**src/rtl/mem_stage_lsu_if.sv**
```systemverilog
// Bus bundle for the Memory-stage load/store unit: EX/MEM inputs,
// data RAM port and MEM/WB outputs. The LSU takes the slave side.
interface mem_stage_lsu_if #(
   parameter int ADDR_WIDTH = 8
);
   // EX/MEM register side
   logic                  in_valid;
   logic                  in_mem_read;
   logic                  in_mem_write;
   logic [15:0]           in_alu_result;
   logic [15:0]           in_store_data;
   logic [3:0]            in_rd;
   logic                  in_wre;
   // data RAM side
   logic [ADDR_WIDTH-1:0] ram_addr;
   logic [15:0]           ram_wdata;
   logic                  ram_we;
   logic                  ram_re;
   logic [15:0]           ram_rdata;
   // MEM/WB register side and pipeline control
   logic                  stall;
   logic                  out_valid;
   logic [15:0]           out_data;
   logic [3:0]            out_rd;
   logic                  out_wre;
   logic                  addr_err;

   modport master (
      output in_valid, in_mem_read, in_mem_write, in_alu_result,
             in_store_data, in_rd, in_wre, ram_rdata,
      input  ram_addr, ram_wdata, ram_we, ram_re,
             stall, out_valid, out_data, out_rd, out_wre, addr_err
   );

   modport slave (
      input  in_valid, in_mem_read, in_mem_write, in_alu_result,
             in_store_data, in_rd, in_wre, ram_rdata,
      output ram_addr, ram_wdata, ram_we, ram_re,
             stall, out_valid, out_data, out_rd, out_wre, addr_err
   );
endinterface

```
**src/rtl/mem_stage_lsu.sv**
```systemverilog
// Memory-stage load/store unit. Stores are single-cycle RAM writes, loads
// stall the upstream pipeline for READ_LATENCY cycles while a synchronous
// RAM read completes, and non-memory ops pass the ALU result straight on.
module mem_stage_lsu #(
   parameter int ADDR_WIDTH   = 8,
   parameter int READ_LATENCY = 1
) (
   input  logic           clk,
   input  logic           reset,
   mem_stage_lsu_if.slave bus
);
   typedef enum logic {IDLE, WAIT} state_t;

   // READ_LATENCY-1 is at most 3
   localparam int CNT_W = 2;

   state_t           state;
   logic [CNT_W-1:0] lat_cnt;
   logic             addr_err_q;

   logic             is_load;
   logic             is_store;
   logic             out_of_range;
   logic             bad_access;

   logic             stall;
   logic             out_valid;
   logic [15:0]      out_data;
   logic             out_wre;
   logic             ram_we;
   logic             ram_re;

   // A load wins when both read and write are flagged; the store never fires.
   assign is_load      = bus.in_valid && bus.in_mem_read;
   assign is_store     = bus.in_valid && bus.in_mem_write && !bus.in_mem_read;
   assign out_of_range = (bus.in_alu_result >> ADDR_WIDTH) != '0;
   assign bad_access   = bus.in_valid &&
                         ((bus.in_mem_read && bus.in_mem_write) ||
                          ((bus.in_mem_read || bus.in_mem_write) && out_of_range));

   // Address/data/rd are pure wiring; the RAM only acts on the strobes.
   assign bus.ram_addr  = bus.in_alu_result[ADDR_WIDTH-1:0];
   assign bus.ram_wdata = bus.in_store_data;
   assign bus.out_rd    = bus.in_rd;

   assign bus.stall     = stall;
   assign bus.out_valid = out_valid;
   assign bus.out_data  = out_data;
   assign bus.out_wre   = out_wre;
   assign bus.ram_we    = ram_we;
   assign bus.ram_re    = ram_re;
   assign bus.addr_err  = addr_err_q;

   // Output decode: zero-latency for IDLE decisions, load data in WAIT;
   // everything held low while reset is asserted.
   always_comb begin
      stall     = 1'b0;
      out_valid = 1'b0;
      out_data  = '0;
      out_wre   = 1'b0;
      ram_we    = 1'b0;
      ram_re    = 1'b0;
      if (!reset) begin
         if (state == WAIT) begin
            if (lat_cnt == '0) begin
               out_valid = 1'b1;
               out_data  = bus.ram_rdata;
               out_wre   = bus.in_wre;
            end else begin
               stall = 1'b1;
            end
         end else if (bus.in_valid) begin
            if (is_load) begin
               if (out_of_range) begin
                  // Bad load still retires, writing zero to rd.
                  out_valid = 1'b1;
                  out_wre   = bus.in_wre;
               end else begin
                  ram_re = 1'b1;
                  stall  = 1'b1;
               end
            end else if (is_store) begin
               out_valid = 1'b1;
               out_data  = bus.in_alu_result;
               ram_we    = !out_of_range;
            end else begin
               out_valid = 1'b1;
               out_data  = bus.in_alu_result;
               out_wre   = bus.in_wre;
            end
         end
      end
   end

   // Load sequencer and sticky error flag; upstream inputs are frozen
   // while stalled, so the load's rd/wre are still present in WAIT.
   always_ff @(posedge clk) begin
      if (reset) begin
         state      <= IDLE;
         lat_cnt    <= '0;
         addr_err_q <= 1'b0;
      end else begin
         case (state)
            IDLE: begin
               if (bad_access)
                  addr_err_q <= 1'b1;
               if (is_load && !out_of_range) begin
                  state   <= WAIT;
                  lat_cnt <= CNT_W'(READ_LATENCY - 1);
               end
            end
            WAIT: begin
               if (lat_cnt == '0)
                  state <= IDLE;
               else
                  lat_cnt <= lat_cnt - CNT_W'(1);
            end
            default: state <= IDLE;
         endcase
      end
   end
endmodule

```
**src/flat_wrapper.sv**
```systemverilog
// flat-port wrapper written by rule: the top's interface ports become plain ports
module mem_stage_lsu_flat 
#(
   parameter int ADDR_WIDTH   = 8,
   parameter int READ_LATENCY = 1
)
  (clk, reset, bus_in_valid, bus_in_mem_read, bus_in_mem_write, bus_in_alu_result, bus_in_store_data, bus_in_rd, bus_in_wre, bus_ram_rdata, bus_ram_addr, bus_ram_wdata, bus_ram_we, bus_ram_re, bus_stall, bus_out_valid, bus_out_data, bus_out_rd, bus_out_wre, bus_addr_err);
  mem_stage_lsu_if #(.ADDR_WIDTH(ADDR_WIDTH)) bus_i ();
  input  logic clk;
  input  logic reset;
  input wire logic [$bits(bus_i.in_valid)-1:0] bus_in_valid;
  input wire logic [$bits(bus_i.in_mem_read)-1:0] bus_in_mem_read;
  input wire logic [$bits(bus_i.in_mem_write)-1:0] bus_in_mem_write;
  input wire logic [$bits(bus_i.in_alu_result)-1:0] bus_in_alu_result;
  input wire logic [$bits(bus_i.in_store_data)-1:0] bus_in_store_data;
  input wire logic [$bits(bus_i.in_rd)-1:0] bus_in_rd;
  input wire logic [$bits(bus_i.in_wre)-1:0] bus_in_wre;
  input wire logic [$bits(bus_i.ram_rdata)-1:0] bus_ram_rdata;
  output wire logic [$bits(bus_i.ram_addr)-1:0] bus_ram_addr;
  output wire logic [$bits(bus_i.ram_wdata)-1:0] bus_ram_wdata;
  output wire logic [$bits(bus_i.ram_we)-1:0] bus_ram_we;
  output wire logic [$bits(bus_i.ram_re)-1:0] bus_ram_re;
  output wire logic [$bits(bus_i.stall)-1:0] bus_stall;
  output wire logic [$bits(bus_i.out_valid)-1:0] bus_out_valid;
  output wire logic [$bits(bus_i.out_data)-1:0] bus_out_data;
  output wire logic [$bits(bus_i.out_rd)-1:0] bus_out_rd;
  output wire logic [$bits(bus_i.out_wre)-1:0] bus_out_wre;
  output wire logic [$bits(bus_i.addr_err)-1:0] bus_addr_err;
  assign bus_i.in_valid = bus_in_valid;
  assign bus_i.in_mem_read = bus_in_mem_read;
  assign bus_i.in_mem_write = bus_in_mem_write;
  assign bus_i.in_alu_result = bus_in_alu_result;
  assign bus_i.in_store_data = bus_in_store_data;
  assign bus_i.in_rd = bus_in_rd;
  assign bus_i.in_wre = bus_in_wre;
  assign bus_i.ram_rdata = bus_ram_rdata;
  assign bus_ram_addr = bus_i.ram_addr;
  assign bus_ram_wdata = bus_i.ram_wdata;
  assign bus_ram_we = bus_i.ram_we;
  assign bus_ram_re = bus_i.ram_re;
  assign bus_stall = bus_i.stall;
  assign bus_out_valid = bus_i.out_valid;
  assign bus_out_data = bus_i.out_data;
  assign bus_out_rd = bus_i.out_rd;
  assign bus_out_wre = bus_i.out_wre;
  assign bus_addr_err = bus_i.addr_err;
  mem_stage_lsu #(.ADDR_WIDTH(ADDR_WIDTH), .READ_LATENCY(READ_LATENCY)) u_core (.clk(clk), .reset(reset), .bus(bus_i));
endmodule
```
**config.mk**
```make
export PLATFORM = sky130hd
export DESIGN_NAME = mem_stage_lsu_flat
export DESIGN_NICKNAME = d
export VERILOG_FILES = /design/src/rtl/mem_stage_lsu_if.sv /design/src/rtl/mem_stage_lsu.sv /design/src/flat_wrapper.sv
export SDC_FILE = /design/constraint.sdc
export NUM_CORES = 1
export LEC_CHECK = 0
export BUFFER_PORTS_ARGS = -buffer_cell sky130_fd_sc_hd__buf_4
export CAP_MARGIN = 20
export CELL_PAD_IN_SITES_DETAIL_PLACEMENT = 1
export CELL_PAD_IN_SITES_GLOBAL_PLACEMENT = 1
export CORE_ASPECT_RATIO = 1.5
export CORE_UTILIZATION = 18
export DETAILED_ROUTE_END_ITERATION = 12
export GPL_TIMING_DRIVEN = 0
export PLACE_DENSITY_LB_ADDON = 0.1
export SETUP_SLACK_MARGIN = 0.5
export SLEW_MARGIN = 20
export SYNTH_ARGS = -nofsm -noshare
export SYNTH_HDL_FRONTEND = slang
export SYNTH_SLANG_ARGS = --single-unit
```
**constraint.sdc**
```tcl
create_clock -name clk -period 1.55 [get_ports clk]
set_clock_uncertainty 0.05 [all_clocks]
set_input_delay 0.155 -clock clk [delete_from_list [all_inputs] [get_ports clk]]
set_output_delay 0.155 -clock clk [all_outputs]
set_load 0.05 [all_outputs]
```
==> flow_metrics.py, run 1 <==
metrics = {
    "timing": {
        "setup_repair_after_global_routing_missed_its_margin": "yes",
        "achievable-frequency_ghz": 0.565,
        "setup_viol_count_final": 20,
        "layout_min_cycle_time_ns": 1.77,
        "finalWorstSetupSlack_ns": -0.220,
        "slew_viol_final": 0,
        "max-slew-margin-rel": 0.625,
        "layout_worst_path_cycle_share": 1.14,
        "hold-worst-slack_ns": 0.251,
        "slew_at_the_pin_closest_to_its_max_slew_limit_ns": 0.563,
        "timing.final.hold_violations": 0,
    },
    "critical_path": {
        "worstPathArrival_ns": 1.56,
        "crit_path_cell_trace": "inv_2 -> ha_4 -> and2_4 -> buf_8 -> buf_6 -> nor2_4 -> a211oi_4 -> buf_6",
        "nature_of_the_critical_path_endpoint": "primary output",
        "path_max_fanout": 4,
        "criticalPathCategory": "reg -> out",
        "reg2reg_slack_ns": 0.03,
        "crit-reg2reg-capture": "u_core.lat_cnt[1]$_SDFFE_PP0P_",
        "cp.required_ns": 1.34,
        "critical-path-max-stage-delay_ns": 0.31,
        "cpMaxStageDelayCell": "sky130_fd_sc_hd__dfxtp_2",
        "r2r.worst_path.cells": 8,
        "timing.critical_path.from_type": "flip-flop",
        "worst_r2r_startpoint": "u_core.lat_cnt[1]$_SDFFE_PP0P_",
        "crit_path_frequent_cell": "sky130_fd_sc_hd__buf_6",
    },
    "layout": {
        "fillers": 456,
        "num_antenna_cells": 0,
        "area_growth_pct": 175,
        "multi_input_comb_area_um2": 701,
        "nets": 267,
        "seqCellArea_um2": 86.3,
        "drive_gt1_frac": 0.922,
    },
    "synthesis": {
        "synth.yosys.warnings": 0,
        "library_cell_with_the_highest_instance_count_after_synthesis": "sky130_fd_sc_hd__buf_4",
        "netlist.top_cell.by_area": "sky130_fd_sc_hd__buf_4",
        "avg_inst_size_synth_um2": 7.46,
        "proportion_of_register_bits_with_asynchronous_set_or_reset_after_synthesis": 0,
        "post_synth_inst_count": 102,
        "ys_seq_elements": 4,
        "ys.flop_type": "sky130_fd_sc_hd__dfxtp_1",
        "synth_area_leaders": "sky130_fd_sc_hd__buf_4 (30%), sky130_fd_sc_hd__a22oi_1 (16%), sky130_fd_sc_hd__dfxtp_1 (11%)",
        "mappedNetlistArea_um2": 761,
        "synth.top_cells.by_count": "sky130_fd_sc_hd__buf_4 (30), sky130_fd_sc_hd__nor2_1 (20), sky130_fd_sc_hd__a22oi_1 (16)",
        "synth_largest_type_area_fraction": 0.296,
        "post_synth_num_cell_types": 26,
        "synth.net_count": 161,
        "seq_area_frac_synth": 0.105,
        "synth-edff-count": 0,
    },
    "min_path": {
        "hold_path_class": "in -> reg",
        "hold_path.startpoint": "reset",
        "hold-path-endpoint": "u_core.lat_cnt[1]$_SDFFE_PP0P_",
        "worstHoldPathCells": 3,
    },
    "status": {
        "failed_checks": "setup timing",
        "run_status": "finished, violations left",
    },
    "route": {
        "detail_route.wirelength_mm": 3.65,
        "vias_per_cell": 4.53,
        "wl_per_cell_um": 14.5,
        "vias_after_detailed_routing": 1137,
        "drt_first_pass_iters": 3,
        "final_antenna_net_count": 0,
        "initialDrtViolationCount": 1,
        "drc": 0,
    },
    "clock_tree": {
        "cts.path.max_buffers": 2,
        "h-tree-depth": 1,
        "clk_sink_count": 4,
        "tritoncts.num_buffers": 3,
        "cts_tree": "yes",
        "clk-insertion-delay-late_ns": 0.22,
        "worst_setup_hold_path_clk_slew_ns": 0.03,
        "clockRootBuffer": "sky130_fd_sc_hd__clkbuf_8",
    },
    "die": {
        "ios": 108,
        "starting_density_of_the_core": 0.190,
        "floorplan.rows": 28,
        "core_region_area_um2": 3990,
        "fp.dieH_um": 81.6,
        "die_width_um": 55.1,
        "die_outline_area_um2": 4500,
    },
    "place": {
        "hpwlAfterDp_mm": 2.78,
        "place.gp.congestion": 0.693,
        "port_buffers": 87,
    },
    "power_and_ir_drop": {
        "power_leakage_nw": 0.918,
        "power.density_nw_per_um2": 428,
        "power.ir.vdd_worst_mv": 0.357,
        "design_power_total_mw": 0.896,
    },
    "job": {
        "cap_viol_max_count": 0,
    },
    "global_route": {
        "grt_pass1_vias": 1245,
        "grt_overflow": 0,
        "antenna_found_initial": 0,
        "grt_pass1_wl_mm": 5.39,
        "largest_net_degree_at_the_start_of_global_routing": 11,
        "overall_fraction_of_global_route_tracks_in_use": 0.166,
    },
}
[kinds of logic after synthesis]
logic type | Yosys count | share of synthesized area
AOI/OAI and AO/OA | 26 | 0.260
adders and majority gates | 1 | 0.0164
buffers and inverters | 36 | 0.336
DFF | 4 | 0.105
and+or+nand+nor | 35 | 0.283
[placed cells by master, fill, tap and decap left out, types with 2 or more instances in the layout]
cell type and count:
sky130_fd_sc_hd__buf_6 22, sky130_fd_sc_hd__nor4_4 2, sky130_fd_sc_hd__and2_4 2, sky130_fd_sc_hd__nand2_1 3, sky130_fd_sc_hd__dfxtp_2 2, sky130_fd_sc_hd__nor2_1 2
sky130_fd_sc_hd__clkbuf_8 3, sky130_fd_sc_hd__buf_4 99, sky130_fd_sc_hd__clkbuf_2 2, sky130_fd_sc_hd__buf_12 3, sky130_fd_sc_hd__buf_8 7, sky130_fd_sc_hd__nor2_4 18
sky130_fd_sc_hd__a22oi_2 16
[area by class of cell]
cell class | count | share of cell area
repair buffers | 101 | 0.443
inverters | 3 | 0.00658
clock buffers | 3 | 0.0197
well taps | 45 | 0.0269
flip-flops and latches | 4 | 0.0413
multi-input cells | 62 | 0.335
plain buffers | 33 | 0.127
[layer usage]
layer  up-vias  wire length [µm]  track usage
met5         -                 0            0
met4         0                25       0.0525
met3         2               397       0.0611
met2        65              2130        0.317
met1       526              1100        0.154
li1        544                 -            -
[power by group]
group          internal (mW)  switching [mW]  leakage, nW  total (mW)
Sequential             0.105         0.00139       0.0344       0.106
Clock                  0.165          0.0528       0.0216       0.218
Combinational          0.239           0.333        0.862       0.572
[flip-flops by register name, indices dropped and copies added (netlist names)]
register	cells
u_core.state	1
u_core.bus.addr_err	1
u_core.lat_cnt	2
[critical path, delay by kind of cell, from the launching register on]
family / cells / cell delay (ns)
simple gates: 2 / 0.18
fa+ha+maj: 1 / 0.14
buf+inv: 4 / 0.48
flops: 1 / 0.31
compound gates: 1 / 0.23
[how the worst max path moves through the flow]
stage                                         startpoint         endpoint  slack, ns  cells past startpoint
after floorplan           u_core.lat_cnt[1]$_SDFFE_PP0P_      bus_out_wre       0.06                      6
after global placement                             reset  bus_out_data[7]      -0.09                      4
after detailed placement  u_core.lat_cnt[1]$_SDFFE_PP0P_  bus_out_data[4]      -0.09                      8
after CTS                 u_core.lat_cnt[1]$_SDFFE_PP0P_  bus_out_data[2]      -0.23                      8
after global routing      u_core.lat_cnt[1]$_SDFFE_PP0P_      bus_out_wre      -0.31                      8
final                     u_core.lat_cnt[1]$_SDFFE_PP0P_      bus_out_wre      -0.22                      8
[metrics by stage]
stage	cells	utilization	instance area [µm²]	setup TNS, ns	worst slack, ns
after global routing	251	0.524	2090	-4.85	-0.312
after CTS	249	0.514	2050	-3.75	-0.233
final	251	0.524	2090	-3.67	-0.220
after floorplan	102	-	1000	0	0.0633
after detailed placement	234	0.430	1720	-0.849	-0.0892
after global placement	234	0.429	1710	-0.884	-0.0902
[what timing repair did]
action | in CTS | in global routing
resized for setup | 45 | 7
setup endpoints to repair | 25 | 25
cloned | 1 | 0
hold endpoints to repair | 0 | 0
hold buffers | 0 | 0
buffers inserted | 11 | 2
pin swaps | 14 | 11
(Power assumes the default switching activity.)
==> run 2, diff against run 1 <==
--- a/config.mk
+++ b/config.mk
@@ -11,6 +11,7 @@
 export CELL_PAD_IN_SITES_GLOBAL_PLACEMENT = 1
 export CORE_ASPECT_RATIO = 1.5
 export CORE_UTILIZATION = 18
+export CTS_BUF_LIST = sky130_fd_sc_hd__clkbuf_4 sky130_fd_sc_hd__clkbuf_8 sky130_fd_sc_hd__clkbuf_16
 export DETAILED_ROUTE_END_ITERATION = 12
 export GPL_TIMING_DRIVEN = 0
 export PLACE_DENSITY_LB_ADDON = 0.1
@@ -19,3 +20,4 @@
 export SYNTH_ARGS = -nofsm -noshare
 export SYNTH_HDL_FRONTEND = slang
 export SYNTH_SLANG_ARGS = --single-unit
+export TNS_END_PERCENT = 20
==> run 2 against run 1 <==
  * The run still ends with setup timing left
  * Worst hold slack improved by 0.0071 ns
  * Power fell by 2.3%
  * Combinational power fell by 3.5%
  * Critical path depth did not move
  * Utilization fell by 3.6 points
  * Sequential power barely moved
  * Register-to-register slack improved by 0.15 ns
  * Sequential cell count did not move
  * Routed wire length fell by 4.7%
  * Non-clock buffer count fell by 7
  * Global-route usage fell by 0.61 points
  * First-iteration DRC count rose to 6.0 times the previous value
  * Critical endpoint is now bus_out_data[0]
  * Largest power group unchanged
  * Highest routed layer is now met3
==> flow_metrics.py, run 2 (synthesis results as in run 1) <==
metrics = {
    "status": {
        "run_status": "finished, violations left",
        "failed_checks": "setup timing",
    },
    "power_and_ir_drop": {
        "comb_power_share": 0.631,
        "power.density_nw_per_um2": 449,
        "switching_share": 0.430,
        "design_power_total_mw": 0.876,
        "power.ir.vdd_worst_mv": 0.580,
        "p_int_mw": 0.499,
        "power.sequential.fraction": 0.121,
        "clock_power_share": 0.248,
        "power.net_switching_mw": 0.376,
        "power_leakage_nw": 0.866,
    },
    "critical_path": {
        "cpMaxStageDelayCell": "sky130_fd_sc_hd__dfxtp_2",
        "timing.critical_path.from_type": "flip-flop",
        "nature_of_the_critical_path_endpoint": "primary output",
        "crit_path_frequent_cell": "sky130_fd_sc_hd__buf_8",
        "critical-path-max-stage-delay_ns": 0.32,
        "worstPathArrival_ns": 1.53,
        "worst_setup_path_startpoint": "u_core.lat_cnt[1]$_SDFFE_PP0P_",
        "crit_path_cell_trace": "inv_2 -> ha_4 -> and2_4 -> buf_8 -> buf_12 -> a22oi_2 -> nor2_4 -> buf_8",
        "worst_r2r_startpoint": "u_core.lat_cnt[1]$_SDFFE_PP0P_",
        "criticalPathCategory": "reg -> out",
        "cp.required_ns": 1.34,
        "path_max_fanout": 5,
    },
    "layout": {
        "num_antenna_cells": 0,
        "most_common_cell_after_layout_fill_and_taps_aside": "sky130_fd_sc_hd__buf_4",
        "max_flop_register": "u_core.lat_cnt",
        "nets": 260,
        "finalInstanceArea_um2": 1950,
        "area_growth_pct": 156,
        "commonest_non_fill_non_tap_cells_in_the_layout": "sky130_fd_sc_hd__buf_4 (98), sky130_fd_sc_hd__buf_6 (20), sky130_fd_sc_hd__a22oi_2 (16), sky130_fd_sc_hd__nor2_4 (11), sky130_fd_sc_hd__nor2_2 (7)",
        "fin_util": 0.488,
        "flip_flop_count_of_the_largest_register_all_copies_and_words_added": 2,
        "fin_cells": 244,
        "drive_gt1_frac": 0.899,
        "fillers": 464,
    },
    "global_route": {
        "grt_pass1_vias": 1203,
        "grt_overflow": 0,
        "antenna_found_initial": 0,
        "largest_net_degree_at_the_start_of_global_routing": 11,
        "overall_fraction_of_global_route_tracks_in_use": 0.160,
        "grt_pass1_wl_mm": 5.36,
    },
    "clock_tree": {
        "clk-insertion-delay-late_ns": 0.22,
        "cts_tree": "yes",
        "tritoncts.num_buffers": 3,
        "cts-hold-fix-buffers": 0,
        "worst_setup_hold_path_clk_slew_ns": 0.03,
        "cts.path.max_buffers": 2,
        "clk_sink_count": 4,
        "h-tree-depth": 1,
        "clockRootBuffer": "sky130_fd_sc_hd__clkbuf_8",
    },
    "place": {
        "port_buffers": 87,
        "placed_cells_incl_taps": 234,
        "place_worst_setup_slack_ns": -0.0934,
        "place.gp.congestion": 0.712,
        "placement.cell_area_um2": 1660,
        "hpwlAfterDp_mm": 2.91,
    },
    "timing": {
        "setup-tns-final_ns": -3.01,
        "slew_at_the_pin_closest_to_its_max_slew_limit_ns": 0.640,
        "slew_viol_final": 0,
        "timing.final.hold_violations": 0,
        "max-slew-margin-rel": 0.573,
        "layout_min_cycle_time_ns": 1.74,
        "finalWorstSetupSlack_ns": -0.186,
        "layout_worst_path_cycle_share": 1.12,
        "achievable-frequency_ghz": 0.576,
        "setup_repair_after_global_routing_missed_its_margin": "yes",
        "setup_viol_count_final": 20,
        "hold-worst-slack_ns": 0.258,
    },
    "route": {
        "wl_per_cell_um": 14.3,
        "detail_route.wirelength_mm": 3.48,
        "final_antenna_net_count": 0,
        "drt_first_pass_iters": 3,
        "vias_per_cell": 4.57,
        "drc": 0,
        "vias_after_detailed_routing": 1115,
        "initialDrtViolationCount": 6,
    },
    "min_path": {
        "hold_path.startpoint": "reset",
        "hold_path_class": "in -> reg",
    },
    "die": {
        "fp.dieH_um": 81.6,
        "ios": 108,
        "starting_density_of_the_core": 0.190,
        "floorplan.rows": 28,
        "die_width_um": 55.1,
        "die_outline_area_um2": 4500,
        "core_region_area_um2": 3990,
    },
    "job": {
        "cap_viol_max_count": 0,
    },
}
==> run 2: cell type report <==
| type | count | area [µm²] | share of cell area |
|---|---|---|---|
| plain buffers | 33 | 265 | 0.136 |
| clock buffers | 3 | 41.3 | 0.0212 |
| multi-input cells | 62 | 657 | 0.337 |
| flip-flops and latches | 4 | 86.3 | 0.0443 |
| repair buffers | 94 | 832 | 0.427 |
| well taps | 45 | 56.3 | 0.0289 |
| inverters | 3 | 11.3 | 0.00578 |
==> run 2: power by group through the flow <==
stage / clock network [mW] / registers (mW) / logic (mW)
2_1_floorplan: 0 / 0.119 / 0.326
3_3_place_gp: 0 / 0.109 / 0.521
3_5_place_dp: 0 / 0.109 / 0.529
4_1_cts: 0.222 / 0.106 / 0.556
5_1_grt: 0.230 / 0.106 / 0.579
6_report: 0.217 / 0.106 / 0.552
==> run 2: path summary, 6_finish.rpt <==
check	endpoint	cells after the start	slack (ns)
max	bus_out_data[0]	8	-0.19
min	u_core.lat_cnt[1]$_SDFFE_PP0P_	3	0.26
max reg2reg	u_core.lat_cnt[1]$_SDFFE_PP0P_	6	0.18
min reg2reg	u_core.lat_cnt[1]$_SDFFE_PP0P_	1	0.44
==> run 2: critical path: cells and delay by family, from the launching register on <==
family / cells / cell delay, ns
flip-flops: 1 / 0.32
buffers and inverters: 4 / 0.48
AND/OR/NAND/NOR: 2 / 0.22
adder cells (fa/ha/maj): 1 / 0.14
AO/OA/AOI/OAI: 1 / 0.16
==> run 2: per-layer routing <==
metal | GRT usage | part of all wire | vias up | wire length (µm)
met5 | 0 | 0 | - | 0
li1 | - | - | 531 | -
met3 | 0.0500 | 0.10 | 0 | 358
met4 | 0.00750 | 0 | 0 | 0
met1 | 0.143 | 0.29 | 518 | 999
met2 | 0.337 | 0.61 | 66 | 2120
==> run 2: what timing repair did <==
| action | CTS | global route |
|---|---|---|
| pin swaps | 9 | 9 |
| buffers inserted | 5 | 1 |
| gates resized for setup | 42 | 5 |
| cloned | 1 | 0 |
| setup endpoints to repair | 25 | 25 |
==> run 3, diff against run 2 <==
--- a/config.mk
+++ b/config.mk
@@ -15,6 +15,7 @@
 export DETAILED_ROUTE_END_ITERATION = 12
 export GPL_TIMING_DRIVEN = 0
 export PLACE_DENSITY_LB_ADDON = 0.1
+export RECOVER_POWER = 50
 export SETUP_SLACK_MARGIN = 0.5
 export SLEW_MARGIN = 20
 export SYNTH_ARGS = -nofsm -noshare
==> run 3 against run 2 <==
  * The run still ends with setup timing left
  * Fmax hardly changed
  * Combinational power is 4% lower
  * Non-clock buffer count stayed put
  * Setup slack hardly changed
  * Via count stayed put
  * Final cell count stayed put
  * Die area stayed put
  * Sequential share of layout area is 0.14 points higher
  * Power is 2.3% lower
  * Clock power hardly changed
==> flow_metrics.py, run 3 (synthesis results as in run 1) <==
metrics = {
    "status": {
        "run_status": "finished, violations left",
        "failed_checks": "setup timing",
    },
    "timing": {
        "finalWorstSetupSlack_ns": -0.186,
        "hold-worst-slack_ns": 0.258,
        "slew_viol_final": 0,
        "setup-tns-final_ns": -3.01,
        "layout_min_cycle_time_ns": 1.74,
        "slew_at_the_pin_closest_to_its_max_slew_limit_ns": 0.640,
        "setup_repair_after_global_routing_missed_its_margin": "yes",
        "timing.final.hold_violations": 0,
        "max-slew-margin-rel": 0.573,
        "layout_worst_path_cycle_share": 1.12,
        "achievable-frequency_ghz": 0.576,
        "setup_viol_count_final": 20,
    },
    "job": {
        "cap_viol_max_count": 0,
    },
    "route": {
        "wl_per_cell_um": 14.2,
        "final_antenna_net_count": 0,
        "initialDrtViolationCount": 6,
        "vias_per_cell": 4.57,
        "drt_first_pass_iters": 2,
        "drc": 0,
        "detail_route.wirelength_mm": 3.47,
        "vias_after_detailed_routing": 1115,
    },
    "layout": {
        "flip_flop_count_of_the_largest_register_all_copies_and_words_added": 2,
        "nets": 260,
        "commonest_non_fill_non_tap_cells_in_the_layout": "sky130_fd_sc_hd__buf_4 (82), sky130_fd_sc_hd__buf_6 (20), sky130_fd_sc_hd__clkbuf_1 (17), sky130_fd_sc_hd__a22oi_2 (16), sky130_fd_sc_hd__nor2_4 (11)",
        "max_flop_register": "u_core.lat_cnt",
        "num_antenna_cells": 0,
        "most_common_cell_after_layout_fill_and_taps_aside": "sky130_fd_sc_hd__buf_4",
        "area_growth_pct": 148,
        "fin_cells": 244,
        "drive_gt1_frac": 0.819,
    },
    "critical_path": {
        "crit-reg2reg-capture": "u_core.lat_cnt[1]$_SDFFE_PP0P_",
        "cp.required_ns": 1.34,
        "critical-path-max-stage-delay_ns": 0.32,
        "criticalPathCategory": "reg -> out",
        "worst_path_dominant_cell_family": "buffers and inverters",
        "path_max_fanout": 5,
        "worst_r2r_startpoint": "u_core.lat_cnt[1]$_SDFFE_PP0P_",
        "crit_path_frequent_cell": "sky130_fd_sc_hd__buf_8",
        "cpMaxStageDelayCell": "sky130_fd_sc_hd__dfxtp_2",
        "timing.critical_path.from_type": "flip-flop",
        "worstPathArrival_ns": 1.53,
        "nature_of_the_critical_path_endpoint": "primary output",
        "crit_path_cell_trace": "inv_2 -> ha_4 -> and2_4 -> buf_8 -> buf_12 -> a22oi_2 -> nor2_4 -> buf_8",
        "reg2reg_slack_ns": 0.18,
        "critical_path_buf_inv_count": 4,
        "r2r.worst_path.cells": 6,
    },
    "place": {
        "placed_cells_incl_taps": 234,
        "place.gp.congestion": 0.712,
        "hpwlAfterDp_mm": 2.91,
        "place_worst_setup_slack_ns": -0.0934,
        "port_buffers": 87,
    },
    "global_route": {
        "antenna_found_initial": 0,
        "overall_fraction_of_global_route_tracks_in_use": 0.160,
        "largest_net_degree_at_the_start_of_global_routing": 11,
        "grt_pass1_vias": 1203,
        "grt_pass1_wl_mm": 5.36,
        "grt_overflow": 0,
    },
    "power_and_ir_drop": {
        "power_leakage_nw": 0.808,
        "p_int_mw": 0.480,
        "power.ir.vdd_worst_mv": 0.570,
        "switching_share": 0.439,
        "power.sequential.fraction": 0.124,
        "clock_power_share": 0.253,
        "comb_power_share": 0.622,
        "power.density_nw_per_um2": 453,
        "power.net_switching_mw": 0.376,
    },
    "clock_tree": {
        "tritoncts.num_buffers": 3,
        "cts_tree": "yes",
        "h-tree-depth": 1,
        "clockRootBuffer": "sky130_fd_sc_hd__clkbuf_8",
        "clk_sink_count": 4,
        "cts.path.max_buffers": 2,
        "worst_setup_hold_path_clk_slew_ns": 0.03,
        "clk-insertion-delay-late_ns": 0.22,
    },
    "die": {
        "floorplan.rows": 28,
        "fp.dieH_um": 81.6,
        "core_region_area_um2": 3990,
        "starting_density_of_the_core": 0.190,
        "die_width_um": 55.1,
        "die_outline_area_um2": 4500,
        "ios": 108,
    },
    "min_path": {
        "worstHoldPathCells": 3,
        "hold_path_class": "in -> reg",
        "hold_path.startpoint": "reset",
        "hold-path-endpoint": "u_core.lat_cnt[1]$_SDFFE_PP0P_",
    },
}
[run 3: cell types whose count changed in the layout (fill, tap and decap cells not counted), sizes merged]
cell	change
clkbuf	+16
buf	-16
[run 3: what timing repair did]
action	in CTS	in global routing
pin swaps	9	9
hold buffers	0	0
gates resized for setup	42	5
buffers inserted	5	1
cloned	1	0
setup endpoints to repair	25	25
[run 3: worst max path at each step]
stage / from / slack [ns] / to / cells after the start
after floorplan: u_core.lat_cnt[1]$_SDFFE_PP0P_ / 0.06 / bus_out_wre / 6
after global placement: u_core.lat_cnt[1]$_SDFFE_PP0P_ / -0.09 / bus_out_data[4] / 8
after detailed placement: u_core.lat_cnt[1]$_SDFFE_PP0P_ / -0.09 / bus_out_data[0] / 8
after CTS: u_core.lat_cnt[1]$_SDFFE_PP0P_ / -0.22 / bus_out_data[7] / 8
after global routing: u_core.lat_cnt[0]$_SDFFE_PP0P_ / -0.24 / bus_out_wre / 8
final: u_core.lat_cnt[1]$_SDFFE_PP0P_ / -0.19 / bus_out_data[0] / 8
[run 3: worst reg2reg max path: stages (launching register included)]
cell and delay, ns:
sky130_fd_sc_hd__dfxtp_2 0.32, sky130_fd_sc_hd__inv_2 0.05, sky130_fd_sc_hd__ha_4 0.14, sky130_fd_sc_hd__and2b_2 0.25, sky130_fd_sc_hd__a31oi_4 0.06, sky130_fd_sc_hd__buf_4 0.16, sky130_fd_sc_hd__a32o_1 0.23
[run 3: layout make-up]
cell class	count	area, µm²
well taps	45	56.3
inverters	3	11.3
plain buffers	33	265
repair buffers	94	772
fillers	477	2100
multi-input cells	62	657
flip-flops and latches	4	86.3
clock buffers	3	41.3
[run 3: per-stage QoR]
step           total power, mW  utilization  instance area, µm²
5_1_grt                  0.896        0.473                1890
3_5_place_dp             0.638        0.416                1660
4_1_cts                  0.883        0.482                1920
6_report                 0.856        0.473                1890
2_1_floorplan            0.446            -                 950
3_3_place_gp             0.630        0.415                1660
[run 3: per-layer routing]
layer	GRT usage	part of all wire	wire, µm	vias up
met5	0	0	0	-
met4	0.00750	0	0	0
met3	0.0500	0.10	362	0
met2	0.337	0.61	2110	66
met1	0.143	0.29	997	518
li1	-	-	-	531
[run 3: power by group through the flow]
stage               Sequential, mW  Clock [mW]  Combinational, mW
CTS                          0.106       0.222              0.556
floorplan                    0.119           0              0.326
finish                       0.106       0.217              0.532
global route                 0.106       0.230              0.559
detailed placement           0.109           0              0.529
global placement             0.109           0              0.521
